==> src/rtl/adder_sum4_sched_if.sv <==
// Request/result bundle for the shared four-operand sum scheduler.
// The master side is the set of requesters plus the result consumer;
// the slave side is the scheduler itself.
interface adder_sum4_sched_if #(
    parameter int NREQ = 4,
    parameter int W    = 8
);
    localparam int IDW = $clog2(NREQ);

    logic [NREQ-1:0]   req_valid;
    logic [NREQ-1:0]   req_ready;
    logic [NREQ*W-1:0] req_a;
    logic [NREQ*W-1:0] req_b;
    logic [NREQ*W-1:0] req_c;
    logic [NREQ*W-1:0] req_d;
    logic              res_valid;
    logic              res_ready;
    logic [W+1:0]      res_sum;
    logic [IDW-1:0]    res_id;

    modport master (
        output req_valid,
        output req_a,
        output req_b,
        output req_c,
        output req_d,
        output res_ready,
        input  req_ready,
        input  res_valid,
        input  res_sum,
        input  res_id
    );

    modport slave (
        input  req_valid,
        input  req_a,
        input  req_b,
        input  req_c,
        input  req_d,
        input  res_ready,
        output req_ready,
        output res_valid,
        output res_sum,
        output res_id
    );
endinterface

==> src/rtl/adder_sum4_sched.sv <==
// Shared four-operand accumulate adder, time-multiplexed between NREQ
// requesters. A round-robin arbiter picks a requester in IDLE, the FSM
// adds b, c and d onto a over three ACC cycles through one (W+2)-bit
// adder, and the tagged result is held in DONE until the consumer takes it.
module adder_sum4_sched #(
    parameter int NREQ = 4,
    parameter int W    = 8
) (
    input  logic                clk,
    input  logic                rst_n,
    adder_sum4_sched_if.slave   bus,
    output logic                busy,
    output logic [15:0]         done_cnt
);
    localparam int IDW = $clog2(NREQ);
    localparam int SW  = W + 2;

    typedef enum logic [1:0] {
        ST_IDLE = 2'd0,
        ST_ACC  = 2'd1,
        ST_DONE = 2'd2
    } state_t;

    state_t          state_r;
    logic [IDW-1:0]  rr_ptr_r;
    logic [1:0]      step_r;
    logic [SW-1:0]   acc_r;
    logic [W-1:0]    op_b_r;
    logic [W-1:0]    op_c_r;
    logic [W-1:0]    op_d_r;
    logic            res_valid_r;
    logic [SW-1:0]   res_sum_r;
    logic [IDW-1:0]  res_id_r;
    logic            busy_r;
    logic [15:0]     done_cnt_r;

    logic            grant_found_s;
    logic [IDW-1:0]  grant_idx_s;
    logic [NREQ-1:0] req_ready_s;
    logic [W-1:0]    a_arr_s [NREQ];
    logic [W-1:0]    b_arr_s [NREQ];
    logic [W-1:0]    c_arr_s [NREQ];
    logic [W-1:0]    d_arr_s [NREQ];
    logic [W-1:0]    sel_a_s;
    logic [W-1:0]    sel_b_s;
    logic [W-1:0]    sel_c_s;
    logic [W-1:0]    sel_d_s;
    logic [W-1:0]    addend_s;
    logic [SW-1:0]   sum_s;

    // Requester index base+off, wrapped into 0..NREQ-1.
    function automatic logic [IDW-1:0] wrap_idx(input logic [IDW-1:0] base, input int off);
        int raw;
        raw = int'(base) + off;
        if (raw >= NREQ) begin
            raw = raw - NREQ;
        end else begin
            raw = raw;
        end
        return IDW'(raw);
    endfunction

    // Split the flat operand buses into per-requester slices.
    for (genvar g = 0; g < NREQ; g++) begin : g_unpack
        assign a_arr_s[g] = bus.req_a[g*W +: W];
        assign b_arr_s[g] = bus.req_b[g*W +: W];
        assign c_arr_s[g] = bus.req_c[g*W +: W];
        assign d_arr_s[g] = bus.req_d[g*W +: W];
    end

    // Round-robin search: first pending requester at or after rr_ptr, wrapping.
    always_comb begin
        grant_found_s = 1'b0;
        grant_idx_s   = '0;
        for (int k = 0; k < NREQ; k++) begin
            if (!grant_found_s && bus.req_valid[wrap_idx(rr_ptr_r, k)]) begin
                grant_found_s = 1'b1;
                grant_idx_s   = wrap_idx(rr_ptr_r, k);
            end else begin
                grant_found_s = grant_found_s;
                grant_idx_s   = grant_idx_s;
            end
        end
    end

    // Operands of the currently selected requester, sampled only on a grant.
    always_comb begin
        sel_a_s = a_arr_s[grant_idx_s];
        sel_b_s = b_arr_s[grant_idx_s];
        sel_c_s = c_arr_s[grant_idx_s];
        sel_d_s = d_arr_s[grant_idx_s];
    end

    // One-hot accept strobe, only in IDLE and never while reset is asserted.
    always_comb begin
        req_ready_s = '0;
        if (rst_n && (state_r == ST_IDLE) && grant_found_s) begin
            req_ready_s[grant_idx_s] = 1'b1;
        end else begin
            req_ready_s = '0;
        end
    end

    // The single shared adder: step selects which latched operand is added.
    always_comb begin
        case (step_r)
            2'd0:    addend_s = op_b_r;
            2'd1:    addend_s = op_c_r;
            2'd2:    addend_s = op_d_r;
            default: addend_s = '0;
        endcase
        sum_s = acc_r + {2'b00, addend_s};
    end

    // Control FSM with its registered outputs: grant bookkeeping, step count, result port.
    always_ff @(posedge clk or negedge rst_n) begin
        if (!rst_n) begin
            state_r     <= ST_IDLE;
            rr_ptr_r    <= '0;
            step_r      <= 2'd0;
            res_valid_r <= 1'b0;
            res_sum_r   <= '0;
            res_id_r    <= '0;
            busy_r      <= 1'b0;
        end else begin
            case (state_r)
                ST_IDLE: begin
                    if (grant_found_s) begin
                        res_id_r <= grant_idx_s;
                        rr_ptr_r <= wrap_idx(grant_idx_s, 1);
                        step_r   <= 2'd0;
                        busy_r   <= 1'b1;
                        state_r  <= ST_ACC;
                    end
                end
                ST_ACC: begin
                    if (step_r == 2'd2) begin
                        res_sum_r   <= sum_s;
                        res_valid_r <= 1'b1;
                        step_r      <= 2'd0;
                        state_r     <= ST_DONE;
                    end else begin
                        step_r <= step_r + 2'd1;
                    end
                end
                ST_DONE: begin
                    // Result held stable until the consumer takes it.
                    if (res_valid_r && bus.res_ready) begin
                        res_valid_r <= 1'b0;
                        busy_r      <= 1'b0;
                        state_r     <= ST_IDLE;
                    end
                end
                default: begin
                    res_valid_r <= 1'b0;
                    busy_r      <= 1'b0;
                    step_r      <= 2'd0;
                    state_r     <= ST_IDLE;
                end
            endcase
        end
    end

    // Datapath: capture operands on a grant, then accumulate one addend per ACC cycle.
    always_ff @(posedge clk or negedge rst_n) begin
        if (!rst_n) begin
            acc_r  <= '0;
            op_b_r <= '0;
            op_c_r <= '0;
            op_d_r <= '0;
        end else begin
            case (state_r)
                ST_IDLE: begin
                    if (grant_found_s) begin
                        acc_r  <= {2'b00, sel_a_s};
                        op_b_r <= sel_b_s;
                        op_c_r <= sel_c_s;
                        op_d_r <= sel_d_s;
                    end
                end
                ST_ACC: begin
                    acc_r <= sum_s;
                end
                ST_DONE: begin
                    acc_r <= acc_r;
                end
                default: begin
                    acc_r <= '0;
                end
            endcase
        end
    end

    // Completed-result counter, one increment per result handshake, wraps freely.
    always_ff @(posedge clk or negedge rst_n) begin
        if (!rst_n) begin
            done_cnt_r <= 16'd0;
        end else if ((state_r == ST_DONE) && res_valid_r && bus.res_ready) begin
            done_cnt_r <= done_cnt_r + 16'd1;
        end
    end

    assign bus.req_ready = req_ready_s;
    assign bus.res_valid = res_valid_r;
    assign bus.res_sum   = res_sum_r;
    assign bus.res_id    = res_id_r;
    assign busy          = busy_r;
    assign done_cnt      = done_cnt_r;

endmodule

==> src/flat_wrapper.sv <==
// flat-port wrapper written by rule: the top's interface ports become plain ports
module adder_sum4_sched_flat 
#(
    parameter int NREQ = 4,
    parameter int W    = 8
)
  (clk, rst_n, busy, done_cnt, bus_req_valid, bus_req_a, bus_req_b, bus_req_c, bus_req_d, bus_res_ready, bus_req_ready, bus_res_valid, bus_res_sum, bus_res_id);
  adder_sum4_sched_if #(.NREQ(NREQ), .W(W)) bus_i ();
  input  logic clk;
  input  logic rst_n;
  output logic busy;
  output logic [15:0] done_cnt;
  input wire logic [$bits(bus_i.req_valid)-1:0] bus_req_valid;
  input wire logic [$bits(bus_i.req_a)-1:0] bus_req_a;
  input wire logic [$bits(bus_i.req_b)-1:0] bus_req_b;
  input wire logic [$bits(bus_i.req_c)-1:0] bus_req_c;
  input wire logic [$bits(bus_i.req_d)-1:0] bus_req_d;
  input wire logic [$bits(bus_i.res_ready)-1:0] bus_res_ready;
  output wire logic [$bits(bus_i.req_ready)-1:0] bus_req_ready;
  output wire logic [$bits(bus_i.res_valid)-1:0] bus_res_valid;
  output wire logic [$bits(bus_i.res_sum)-1:0] bus_res_sum;
  output wire logic [$bits(bus_i.res_id)-1:0] bus_res_id;
  assign bus_i.req_valid = bus_req_valid;
  assign bus_i.req_a = bus_req_a;
  assign bus_i.req_b = bus_req_b;
  assign bus_i.req_c = bus_req_c;
  assign bus_i.req_d = bus_req_d;
  assign bus_i.res_ready = bus_res_ready;
  assign bus_req_ready = bus_i.req_ready;
  assign bus_res_valid = bus_i.res_valid;
  assign bus_res_sum = bus_i.res_sum;
  assign bus_res_id = bus_i.res_id;
  adder_sum4_sched #(.NREQ(NREQ), .W(W)) u_core (.clk(clk), .rst_n(rst_n), .bus(bus_i), .busy(busy), .done_cnt(done_cnt));
endmodule
==> config.mk <==
export PLATFORM = sky130hd
export DESIGN_NAME = adder_sum4_sched_flat
export DESIGN_NICKNAME = d
export VERILOG_FILES = /design/src/rtl/adder_sum4_sched_if.sv /design/src/rtl/adder_sum4_sched.sv /design/src/flat_wrapper.sv
export SDC_FILE = /design/constraint.sdc
export NUM_CORES = 1
export LEC_CHECK = 0
export ABC_CLOCK_PERIOD_IN_PS = 3400
export CAP_MARGIN = 15
export CORE_ASPECT_RATIO = 1.5
export CORE_MARGIN = 10
export CORE_UTILIZATION = 45
export DETAILED_ROUTE_END_ITERATION = 16
export GPL_TIMING_DRIVEN = 0
export PLACE_DENSITY = 0.84
export SYNTH_ARGS = -nofsm -noshare
export SYNTH_HDL_FRONTEND = slang
export SYNTH_SLANG_ARGS = --single-unit
==> constraint.sdc <==
create_clock -name clk -period 3.4 [get_ports clk]
set_input_delay 0.51 -clock clk [delete_from_list [all_inputs] [get_ports clk]]
set_output_delay 0.51 -clock clk [all_outputs]
set_load 0.005 [all_outputs]
==> Flow_metrics.wiki <==
{| class="wikitable"
! Metric !! Value
|-
| Run status || finished, final reports clean
|-
| CTS tree || yes
|-
| Post-route DRC violation count || 0
|-
| Starting DRC count in detailed routing || 225
|-
| Pins over their slew limit || 0
|-
| Cell-by-cell listing of the critical path || clkdlybuf4s50_1 > nand2b_1 > a21oi_1 > a211oi_1 > buf_4 > inv_2 > ha_1 > and3_1 > clkdlybuf4s50_1
|-
| Wire length of the first global-routing pass || 21,500 µm
|-
| Area growth syn-to-layout || 46.9%
|-
| Hold Crit Class || in2async
|-
| Overall power || 5.42 mW
|-
| Final period utilization || 96.3%
|-
| Worst Path Max Fanout || 20
|-
| Register clock-pin slew on the reported worst setup and hold paths || 0.05 ns
|-
| Peak-usage layer in the global routing report || met2
|-
| Met2 demand-to-capacity share in global routing || 34.2%
|-
| Slew @ Worst Pin || 0.897 ns
|-
| Critical Path Most Common Cell || clkdlybuf4s50_1
|-
| Post-CTS setup repair buffer count || 0
|-
| Cell at the root of the clock tree || clkbuf_16
|-
| Critical path endpoint category || output pin
|-
| Number of warnings reported in the yosys synthesis log || 0
|-
| Hold_buf cts || 0
|-
| Post-synthesis net count || 565
|-
| Vias in the first global route || 4,290
|-
| Unrepaired setup endpoints after global routing || false
|-
| Antenna diode count || 0
|-
| Number of distinct library cells after synthesis || 46
|-
| Post-route standard cell area excluding fillers || 0.00654 mm²
|-
| Placed Instances || 699
|-
| Sequential cell area fraction in the yosys report || 39.3%
|-
| Die width || 101 µm
|-
| Cell area reported after detailed placement || 0.00628 mm²
|-
| Number of buffers created by CTS || 9
|-
| Share of post-route cells with drive strength above 1 || 10.4%
|-
| Delay contributed by the slowest stage of the critical path || 0.54 ns
|-
| Estimated wirelength of the detail-placed design || 11,100 µm
|-
| Sink Count || 70
|-
| Final Setup Violations || 0
|-
| Number of I/O pins || 169
|-
| Maximum clock skew at final layout || 0.00426 ns
|-
| Core Footprint || 0.00969 mm²
|-
| Maximum number of pins on one net before global-route repair || 75
|-
| Combined area of all synthesized cells || 0.00445 mm²
|-
| Most common library cells after synthesis || 96 x mux2i_1, 70 x dfrtp_1, 42 x nand2_1
|-
| Die ar. || 0.0144 mm²
|-
| Number of cells on the worst reg-to-reg path || 11
|-
| DRT antenna net count || 0
|-
| Std-Cell Rows || 44
|-
| Data required time at the worst endpoint || 2.89 ns
|-
| Leakage power total || 2.94 nW
|-
| Proportion of synthesized flip-flops having asynchronous set or reset || 100%
|-
| Final critical-path required period || 3.27 ns
|-
| Seq cells post-synth || 70
|-
| Met3 Use GR || 5.25%
|-
| Initial cell density of the core || 46.0%
|-
| Number of flops mapped to enable cells by yosys || 0
|-
| Fmax || 305 MHz
|-
| Initial antenna violation count || 0
|-
| Maxcap violations || 0
|-
| Avg Synthesized Cell Area || 10.7 µm²
|-
| Most instantiated flip-flop cell in the synthesis netlist || dfrtp_1
|-
| Data arrival time of the worst path || 2.76 ns
|-
| # H-tree levels || 3
|-
| Most area-consuming cells after synthesis || dfrtp_1 39%, mux2i_1 22%, mux2_2 7.3%, ha_1 3.7%, nand2_1 3.5%
|-
| IO buf count || 168
|-
| Hold Vio Cnt, Final || 0
|-
| Count of TritonRoute iterations in the first routing pass || 4
|-
| Average routed wire per standard cell || 18.9 µm
|-
| Total gr overflow || 0
|-
| Total routing resource utilization after global routing || 18.6%
|-
| Slew Limit Headroom || 40.2%
|-
| Type of origin of the critical path || input pin
|-
| Routed wire length || 13,500 µm
|-
| Final RePlAce weighted congestion || 0.845
|-
| Number of nets at the end of the flow || 742
|-
| Post-synth top area share || 39.3%
|-
| Die height || 142 µm
|-
| Global Route met1 Usage || 19.2%
|-
| Number of vias after detailed routing || 3,855
|-
| Highest-delay cell along the critical path || clkdlybuf4s50_1
|-
| Gate count of the mapped netlist || 416
|-
| Cell Pwr Density || 828 mW/mm²
|-
| Count leader, synth || mux2i_1
|-
| Finished Layout Cells || 711
|-
| Via density per instance || 5.42
|-
| IR Drop Worst-Case VDD || 593 µV
|-
| Clock latency of the later-clocked register in the worst-skew pair || 0.33 ns
|-
| Worst Path Class, Setup || in2out
|-
| Clock tree buffer depth || 2
|-
| Leading area contributor after synthesis || dfrtp_1
|}
-- area by class of cell --
class / instances / area, µm²
Buffer: 22 / 135
Clock buffer: 9 / 225
Clock inverter: 5 / 52.6
Fill cell: 751 / 3150
Inverter: 8 / 30.0
Multi-Input combinational cell: 314 / 2520
Sequential cell: 70 / 1750
Tap cell: 115 / 144
Timing Repair Buffer: 168 / 1680
-- path summary, 6_finish.rpt --
check	end	slack [ns]	startpoint
worst max-delay path	bus_req_ready[2]	0.13	bus_req_valid[1]
min in group clk	u_core.bus.res_sum[5]	0.48	u_core.bus.res_sum[5]
worst max register to register	u_core.acc_r[6]	0.29	u_core.step_r[0]
worst min-delay path	u_core.done_cnt[7]	0.31	rst_n
max in group asynchronous	u_core.acc_r[4]	2.51	rst_n
worst min register to register	u_core.bus.res_sum[5]	0.48	u_core.bus.res_sum[5]
-- power breakdown --
part / switching (mW) / total (mW) / internal [mW]
sequential: 0.210 / 1.40 / 1.19
clock: 0.332 / 0.886 / 0.555
combinational: 1.56 / 3.13 / 1.57
total: 2.11 / 5.42 / 3.31
-- placed cells by master (no fill, tap or decap), drive strengths merged, types with 2 or more instances in the layout --
cell type        n
o21ai           23
a21oi            8
o21a             5
and3             8
xnor2           14
clkbuf          17
o21bai           2
dfrtp           70
inv              8
xor2             7
mux2i           96
nand3            7
and2             2
or3              3
buf             15
ha              13
o31ai            2
a22oi            6
clkdlybuf4s50  167
a21o             3
a211oi           4
clkinv           3
nand2b           5
o2111ai          2
nor2b            4
o221ai           4
nor4             2
nand2           42
nor2            10
mux2            29
and4             3
-- critical path, delay by kind of cell --
kind	cells	cell delay (ns)
compound gates	2	0.29
fa+ha+maj	1	0.20
buf+inv	4	1.45
simple gates	2	0.30
-- metrics by stage --
| step | TNS [ns] | hold WS [ns] | setup WS, ns | util (%) |
|---|---|---|---|---|
| floorplan | 0 | 0.214 | 0.683 | - |
| global placement | -41.40 | 0.461 | -1.33 | 64.8 |
| detailed placement | -0.0551 | 0.466 | -0.0364 | 64.8 |
| CTS | 0 | 0.343 | 0.00135 | 67.6 |
| global route | 0 | 0.396 | 0.000485 | 67.5 |
| finish | 0 | 0.313 | 0.125 | 67.5 |
-- sequential cells by signal, indices dropped and copies added, names as in the netlist --
signal,cells
u_core.rr_ptr_r,2
u_core.acc_r,10
u_core.bus.res_valid,1
u_core.op_c_r,8
u_core.bus.res_id,2
u_core.busy,1
u_core.op_b_r,8
u_core.bus.res_sum,10
u_core.step_r,2
u_core.op_d_r,8
u_core.state_r,2
u_core.done_cnt,16
-- routing by layer --
layer  part of all wire [%]  vias to the layer above
met5                      0                        -
met2                     55                      132
met3                    7.6                       17
met1                     35                     1843
li1                       -                     1863
met4                    2.0                        0
-- cells by family after synthesis --
| logic type | share of synthesized area [%] |
|---|---|
| compound gates | 9.66 |
| xor+xnor | 4.13 |
| fa+ha+maj | 4.10 |
| buf+inv | 4.02 |
| flops | 39.3 |
| mux | 28.9 |
| simple gates | 9.86 |
-- what timing repair did --
item	CTS	global route
resized for setup	0	2
pin swaps	0	0
endpoints found under the setup margin	2	4
Note: power is estimated with default switching activity, not from simulation.
